[src/rtl/fir_decim_requant.sv]
// Integrate-and-dump decimator for the FIR output stream. It sums DECIM input samples,
// rounds and saturates the sum to 8-bit signed, and queues the results in a small FIFO
// with a valid/ready output. The FIR upstream cannot stall, so a result that arrives
// while the FIFO is full is dropped and the loss is latched in drop_sticky_o.
module fir_decim_requant #(
  parameter int unsigned DECIM      = 4,
  parameter int unsigned SHIFT      = 2,
  parameter int unsigned FIFO_DEPTH = 4
) (
  input  logic                          clk_i,
  input  logic                          rst_i,
  input  logic signed [15:0]            din_i,
  input  logic                          din_valid_i,
  output logic signed [7:0]             dout_o,
  output logic                          dout_valid_o,
  input  logic                          dout_ready_i,
  output logic [$clog2(FIFO_DEPTH):0]   fill_o,
  output logic                          sat_pulse_o,
  output logic                          drop_sticky_o
);

  localparam int unsigned AccW = 16 + $clog2(DECIM);
  localparam int unsigned PhW  = $clog2(DECIM);
  localparam int unsigned PtrW = $clog2(FIFO_DEPTH);
  localparam int unsigned CntW = PtrW + 1;
  // One extra bit so adding the rounding constant can never wrap the block sum
  localparam int unsigned RndW = AccW + 1;
  localparam int          RndInt = (SHIFT == 0) ? 0 : (1 << (SHIFT - 1));

  logic signed [AccW-1:0] acc_q, acc_d, din_ext, sum;
  logic        [PhW-1:0]  phase_q, phase_d;
  logic signed [RndW-1:0] rnd_sum, shifted;
  logic signed [7:0]      res;
  logic                   block_end, push, pop, full, empty, push_ok, sat_hi, sat_lo;

  logic signed [7:0]      mem_q [FIFO_DEPTH];
  logic        [PtrW-1:0] wr_ptr_q, rd_ptr_q;
  logic        [CntW-1:0] fill_q, fill_d;
  logic signed [7:0]      last_q;
  logic                   sat_q, drop_q;

  // Block sum, rounding shift and saturation to 8 bits
  always_comb begin
    din_ext   = {{(AccW-16){din_i[15]}}, din_i};
    sum       = acc_q + din_ext;
    block_end = (phase_q == PhW'(DECIM - 1));
    push      = din_valid_i && block_end;
    rnd_sum   = $signed({sum[AccW-1], sum}) + $signed(RndW'(RndInt));
    shifted   = rnd_sum >>> SHIFT;
    sat_hi    = shifted > $signed(RndW'(127));
    sat_lo    = shifted < -$signed(RndW'(128));
    if (sat_hi)      res = 8'sd127;
    else if (sat_lo) res = -8'sd128;
    else             res = shifted[7:0];
  end

  // Accumulator and phase next state; both hold across gaps in din_valid_i
  always_comb begin
    acc_d   = acc_q;
    phase_d = phase_q;
    if (din_valid_i) begin
      if (block_end) begin
        acc_d   = '0;
        phase_d = '0;
      end else begin
        acc_d   = sum;
        phase_d = phase_q + PhW'(1);
      end
    end
  end

  // FIFO control; a pop frees the slot a same-edge push into a full FIFO needs
  always_comb begin
    empty   = (fill_q == '0);
    full    = (fill_q == CntW'(FIFO_DEPTH));
    pop     = !empty && dout_ready_i;
    push_ok = push && (!full || pop);
    fill_d  = fill_q;
    if (push_ok && !pop)      fill_d = fill_q + CntW'(1);
    else if (!push_ok && pop) fill_d = fill_q - CntW'(1);
  end

  // Accumulator, phase and status flags
  always_ff @(posedge clk_i or posedge rst_i) begin
    if (rst_i) begin
      acc_q   <= '0;
      phase_q <= '0;
      sat_q   <= 1'b0;
      drop_q  <= 1'b0;
    end else begin
      acc_q   <= acc_d;
      phase_q <= phase_d;
      sat_q   <= push && (sat_hi || sat_lo);
      if (push && !push_ok) drop_q <= 1'b1;
    end
  end

  // FIFO storage, pointers, occupancy and the last popped value
  always_ff @(posedge clk_i or posedge rst_i) begin
    if (rst_i) begin
      for (int i = 0; i < int'(FIFO_DEPTH); i++) mem_q[i] <= '0;
      wr_ptr_q <= '0;
      rd_ptr_q <= '0;
      fill_q   <= '0;
      last_q   <= '0;
    end else begin
      if (push_ok) begin
        mem_q[wr_ptr_q] <= res;
        wr_ptr_q        <= wr_ptr_q + PtrW'(1);
      end
      if (pop) begin
        last_q   <= mem_q[rd_ptr_q];
        rd_ptr_q <= rd_ptr_q + PtrW'(1);
      end
      fill_q <= fill_d;
    end
  end

  // Head of FIFO when non-empty, otherwise the last value handed out
  always_comb begin
    dout_o        = empty ? last_q : mem_q[rd_ptr_q];
    dout_valid_o  = !empty;
    fill_o        = fill_q;
    sat_pulse_o   = sat_q;
    drop_sticky_o = drop_q;
  end

endmodule

[config.mk]
export PLATFORM = sky130hd
export DESIGN_NAME = fir_decim_requant
export DESIGN_NICKNAME = d
export VERILOG_FILES = /design/src/rtl/fir_decim_requant.sv
export SDC_FILE = /design/constraint.sdc
export NUM_CORES = 1
export LEC_CHECK = 0
export ABC_AREA = 0
export CELL_PAD_IN_SITES_DETAIL_PLACEMENT = 1
export CELL_PAD_IN_SITES_GLOBAL_PLACEMENT = 1
export CORE_UTILIZATION = 50
export CTS_CLUSTER_DIAMETER = 150
export CTS_CLUSTER_SIZE = 12
export DETAILED_ROUTE_END_ITERATION = 7
export PLACE_DENSITY_LB_ADDON = 0.1
export SLEW_MARGIN = 10
export SYNTH_ARGS = -nofsm -noshare
export SYNTH_HDL_FRONTEND = slang
export SYNTH_SLANG_ARGS = --single-unit
[constraint.sdc]
create_clock -name clk_i -period 5.4 [get_ports clk_i]
set_clock_uncertainty 0.15 [all_clocks]
set_input_delay 0.81 -clock clk_i [delete_from_list [all_inputs] [get_ports clk_i]]
set_output_delay 0.81 -clock clk_i [all_outputs]
set_load 0.01 [all_outputs]
---- Word level (Yosys, flattened, before mapping) ----
Cells that the tools add are included.
cells by class
  add/subtract/negate cells ............... 7
  magnitude comparators ................... 5
  eq/ne operators ......................... 2
  multiplexer cells ....................... 13
  bitwise gates (word level) .............. 2
  reduce and logical (&&, ||, !) cells .... 16
operators by type and width
  kind                                                                   number
  8-bit two-way mux                                                      6
  32-bit bitwise mux                                                     1
  18-bit by 3-bit adder with 19-bit output, second input constant        1
  18-bit by 16-bit adder with 18-bit output                              1
  18-bit two-way mux                                                     1
  17-bit by 8-bit > comparator with 1-bit output, second input constant  1
  17-bit by 8-bit < comparator with 1-bit output, second input constant  1
  8-bit binary-select mux with 2-bit select                              1
  8-bit demux with 2-bit select                                          1
  1-bit logical AND                                                      8
  2-bit by 1-bit adder with 2-bit output, second input constant          3
  3-bit greater-or-equal comparator, second input constant               2
  3-bit two-way mux                                                      2
  2-bit inverter with 3-bit output                                       2
  1-bit zero test                                                        4
  3-bit by 1-bit adder with 3-bit output, second input constant          1
  3-bit == test, second input constant                                   1
  3-bit zero test                                                        1
  3-bit by 1-bit < comparator with 1-bit output, second input constant   1
  3-bit by 1-bit subtractor with 3-bit output, second input constant     1
  2-bit == test, second input constant                                   1
  1-bit logical OR                                                       2
  2-bit two-way mux                                                      1
  2-bit nonzero test                                                     1
word-level totals
  bits in registers ....................... 69
  bits of input ports ..................... 20
  output and inout bits ................... 14
  logic and storage cells ................. 57

---- Longest topological paths before layout ----
  depth after elaboration ................. 9
  gate-level depth with buffers ........... 15
  gate-level depth less buffers ........... 14

---- Least setup slack after synthesis ----
OpenSTA, ideal clock, no wires.
  kind .................................... input-to-reg
  start ................................... input din_i[0]
  end ..................................... register mem_q[27] (netlist bit)
  library setup time ...................... 0.144 ns
  arrival ................................. 3.818 ns
  required time ........................... 5.106 ns
  setup slack ............................. 1.287 ns
  stages .................................. 14
  path buffers ............................ 1
  cell sequence ........................... ha_1 inv_1 fa_1 nand2b_1 a21oi_1 xnor2_1 nor3_1 nand3_1 or3_1 a2111oi_2 o22ai_2 o21ai_2 buf_4 a311oi_1
on the way
  cells in the longest elaborated chain, start to end .. 6
  elaborated cells on any way between the ends .. 7
  those cells by class .................... 2 x add/sub; 2 x order compare; 3 x mux
ends and longest elaborated chain
  what                                            line  source
  start, declared                                 12    input logic signed [15:0] din_i,
  18-bit by 16-bit adder with 18-bit output *     45    sum = acc_q + din_ext;
  18-bit by 3-bit adder with 19-bit output *      48    rnd_sum = $signed({sum[AccW-1], sum}) + $signed(RndW'(RndInt));
  17-bit by 8-bit < comparator with 1-bit output  51    sat_lo = shifted < -$signed(RndW'(128));
  8-bit two-way mux                               53    else if (sat_lo) res = -8'sd128;
  8-bit two-way mux *                             52    if (sat_hi) res = 8'sd127;
  32-bit bitwise mux *                            108   mem_q[wr_ptr_q] <= res;
  end signal, assigned by index                   108
  end, declared                                   36    logic signed [7:0] mem_q [FIFO_DEPTH];
Every way passes the cells marked *; elsewhere a longest branch is shown, timed or not.
A chain may end at the register's enable or synchronous reset.

---- Final worst setup path ----
Ends and elaborated chain as after synthesis.

==> run summary <==
The clock insertion delay at the later pin of the skew report was 0.36 ns. The run gives 0 as the synthesis warning total. The die extent in y was 101.2 µm.

The max-cap violation count is 0. Detailed placement finished with a half-perimeter wire length of 10,570 µm. The die is 101.2 µm wide. After synthesis, the netlist uses 68 different library cells.

Based on the critical path, the design can be clocked at up to 199.7 MHz. Synthesized-area fraction occupied by ao, oa, aoi and oai cells: 20.68%. The hold buffer count at CTS was 0; the number of storage elements in the synthesis netlist was 69. The longest clock path from root to sink contains 2 buffers.

The number of stages on the worst hold path came out at 1. In the final layout, the share of cells above drive strength 1 is 12.90%. TritonCTS built the clock tree. The max-slew violation count came out at 0. The run finished with clean final reports.

The cell sitting at the root of the clock tree is a sky130_fd_sc_hd__clkbuf_8. The run gives 1,127 as the final-layout fill cell count. The final period utilization is 92.74%, and the final design area excluding fillers is 0.005538 mm². Adding up every negative setup slack in the final design gives 0 ns.

Setup violations remaining at the end of the flow were counted as 0. Summing the sequential cell areas from Yosys gives 35.10% of the chip area. At the end of the flow the core is filled with cells to 59.09%. In the routed design, unresolved DRC markers number 0. After detailed routing, the total wire length is 14,580 µm. Summed over its instances, the top area cell type makes up 35.10% of the synthesized netlist area. At the end of routability-driven placement, the weighted congestion stood at 0.8642. Summed over all layers, the global routing overflow is 0. The tools report the TritonCTS sink count as 69.

Dominant synthesized flop cell: sky130_fd_sc_hd__dfrtp_1. The path type of the worst min-delay path was reg -> reg. In the final routed layout, each cell accounts on average for 20.98 µm.

The initial antenna violation count was 0. The mux contribution to synthesized area was 7.986%; the number of buffers inserted during clock tree synthesis was 9. The number of gates resized after CTS was 0. The tools report the kind of launch point of the worst setup path as an input port.

For the pin with the worst max-slew slack, the measured transition is 0.9056 ns. Ranked by total cell area, the synthesized netlist is headed by sky130_fd_sc_hd__dfrtp_1, sky130_fd_sc_hd__ha_1, sky130_fd_sc_hd__mux2_2. When the netlist entered floorplanning its net count stood at 584. Via-per-instance ratio: 6.404.

The tools report the headroom to the max-slew limit as 39.63%. The routed layout has 4,451 vias. The area of the mapped netlist is 0.004920 mm², and the first-pass GRT wire length is 23,750 µm. Setup repair after global routing left no endpoint under its margin. Total number of placement rows: 35. The detail route stage leaves a number of antenna-violating nets equal to 0.

Data required time of the critical path: 5.46 ns. Data on the critical path arrives at its endpoint at 5.07 ns. 34 I/O pins were placed. The number of DRC markers in iteration 0 is 190, and the largest fanout on the critical path is 13.

The biggest area contributor in the post-synthesis netlist is sky130_fd_sc_hd__dfrtp_1. The minimum period implied by the final worst setup slack works out to 5.008 ns. Global routing used 30.48% of the available tracks across all layers. The synthesized design contains 0 enable-type register cells.

The floorplan step defined a die boundary enclosing 0.01024 mm². Relative to the synthesized area, the layout overhead comes to 12.56%. For this design the ratio of total power to cell area is 701.6 mW/mm². STA classifies the critical path endpoint as a flip-flop.

The synthesized netlist devotes 19.99% of its cell area to simple gates. The cell leakage power was 2.413 nW; the post-CTS clock slew at the launch and capture registers of the worst setup and hold paths was 0.08 ns. Combinational family with the most area after synthesis: compound AO/OA/AOI/OAI gates.

The number of buffers added for setup after CTS is 0. Buffers placed on the I/O ports in this run total 33. Across the VDD grid, the largest voltage drop is 0.0002523 V.

The number of cells traversed by the worst register-to-register path came out at 13. The post-synthesis average cell area works out to 9.144 µm². Category of the most critical setup path: in -> reg. For this configuration, the core starts out at a cell density of 52.50%. The tools report the number of instances in the synthesized netlist as 538. The number of global-route vias before repair is 4,620.

Entering global routing, the biggest net connects 43 pins. Of the total synthesized cell area, the portion taken by full adders, half adders and majority gates is 6.918%. The repair_antennas step left the layout with diodes totalling 0. The region available for standard cell placement spans 0.009371 mm².

The number of iterations in the first detailed-routing pass came out at 4. In this run the cell area measured after placement is 0.005349 mm². The tools report the hold violation count in the final report as 0.

Summing the areas of all xor and xnor instances in the mapped netlist gives 4.629% of the synthesized area. Counting flops with an async set or reset pin after synthesis yields a share of 100.0%. At the end of the flow, the number of nets in the layout was 608. In this run the number of H-tree levels came out at 3.
synthesized netlist by cell type (all sizes together) (4+ instances only):
master / count
inv: 30
a31oi: 4
a21oi: 31
a211oi: 10
or2: 4
nor4: 6
and2: 7
dfrtp: 69
xor2: 11
and3: 21
nor4b: 4
buf: 11
nor3: 17
mux2: 18
xnor2: 15
nand4: 4
nand2b: 6
o21a: 4
a21o: 7
nand2: 40
o21ai: 17
mux4: 8
nand3: 20
a311oi: 9
o22ai: 17
ha: 24
o211ai: 10
o211a: 5
clkbuf: 16
nor2: 51
kinds of logic after synthesis:
| kind of cell | Yosys count |
|---|---|
| XOR/XNOR | 26 |
| multiplexers | 27 |
| AO/OA/AOI/OAI | 139 |
| AND/OR/NAND/NOR | 193 |
| flip-flops | 69 |
| buffers and inverters | 58 |
| adder cells (fa/ha/maj) | 26 |
per-stage QoR:
step	power, mW	cells	worst slack (ns)	hold slack, ns
2_1_floorplan	2.655	538	1.287	0.2946
3_3_place_gp	3.248	680	0.4650	0.3067
3_5_place_dp	3.398	680	0.1509	0.3232
4_1_cts	3.862	695	0.4766	0.3407
5_1_grt	4.153	695	0.1895	0.3611
6_report	3.886	695	0.3923	0.3362
final timing paths:
check / from / to / slack (ns)
max in group asynchronous: rst_i / acc_q[16] / 3.37
setup / recovery: din_i[0] / mem_q[27] / 0.39
setup reg to reg: acc_q[0] / mem_q[27] / 0.93
min in group asynchronous: rst_i / rd_ptr_q[1] / 0.80
hold reg to reg: phase_q[0] / phase_q[0] / 0.34
hold / removal: phase_q[0] / phase_q[0] / 0.34
power by group:
part           internal [mW]  switching (mW)  total [mW]
sequential             0.765           0.199       0.964
combinational           1.03            1.46        2.49
clock                  0.211           0.220       0.431
cell usage in the layout (no fill, tap or decap), types with 3 or more instances in the layout:
master	n
sky130_fd_sc_hd__a21o_1	7
sky130_fd_sc_hd__or2_2	4
sky130_fd_sc_hd__clkdlybuf4s50_1	33
sky130_fd_sc_hd__nand2b_1	6
sky130_fd_sc_hd__a21oi_1	28
sky130_fd_sc_hd__xor2_1	11
sky130_fd_sc_hd__mux4_2	8
sky130_fd_sc_hd__nor2_1	51
sky130_fd_sc_hd__o21ai_0	16
sky130_fd_sc_hd__a211oi_2	3
sky130_fd_sc_hd__dfrtp_1	69
sky130_fd_sc_hd__nand4_1	4
sky130_fd_sc_hd__nor3_1	16
sky130_fd_sc_hd__o211ai_1	10
sky130_fd_sc_hd__a211oi_1	7
sky130_fd_sc_hd__mux2_2	18
sky130_fd_sc_hd__nor3b_1	3
sky130_fd_sc_hd__o21a_1	4
sky130_fd_sc_hd__and3_1	21
sky130_fd_sc_hd__nor4_1	6
sky130_fd_sc_hd__xnor2_1	15
sky130_fd_sc_hd__nand2_1	40
sky130_fd_sc_hd__o22ai_1	16
sky130_fd_sc_hd__nand3_1	20
sky130_fd_sc_hd__ha_1	24
sky130_fd_sc_hd__a311oi_1	9
sky130_fd_sc_hd__clkbuf_8	9
sky130_fd_sc_hd__and2_1	7
sky130_fd_sc_hd__inv_1	29
sky130_fd_sc_hd__buf_4	7
sky130_fd_sc_hd__a31oi_1	4
sky130_fd_sc_hd__o211a_1	5
critical path: stages:
cell	delay (ns)
sky130_fd_sc_hd__clkdlybuf4s50_1	0.47
sky130_fd_sc_hd__ha_1	0.17
sky130_fd_sc_hd__inv_1	0.06
sky130_fd_sc_hd__fa_1	0.40
sky130_fd_sc_hd__nand2b_1	0.22
sky130_fd_sc_hd__a21boi_2	0.28
sky130_fd_sc_hd__o21ai_0	0.24
sky130_fd_sc_hd__xnor2_1	0.47
sky130_fd_sc_hd__nand3_1	0.17
sky130_fd_sc_hd__or3_1	0.42
sky130_fd_sc_hd__a2111oi_2	0.43
sky130_fd_sc_hd__o22ai_2	0.21
sky130_fd_sc_hd__o21ai_2	0.52
sky130_fd_sc_hd__a311oi_1	0.21
layout make-up:
type / count / area, µm² / area share (%)
clock inverters: 6 / 65.06 / 1.175
inverters: 31 / 116.4 / 2.101
flip-flops and latches: 69 / 1727 / 31.18
clock buffers: 9 / 123.9 / 2.237
multi-input cells: 411 / 2962 / 53.48
well taps: 129 / 161.4 / 2.915
repair buffers: 40 / 382.9 / 6.914
registers in the layout (all words and copies together) (netlist names):
register	count
sat_pulse_o	1
rd_ptr_q	2
acc_q	18
mem_q	32
wr_ptr_q	2
last_q	8
drop_sticky_o	1
fill_o	3
phase_q	2
per-layer routing:
layer / global-route usage (%) / vias to the layer above / routed length [µm] / part of all wire (%)
met5: 0 / - / 0 / 0
met3: 4.762 / 33 / 484 / 3.3
met2: 52.59 / 114 / 7265 / 50
li1: - / 2044 / - / -
met1: 38.87 / 2260 / 6505 / 45
met4: 10.93 / 0 / 326 / 2.2
(Power assumes the default switching activity.)
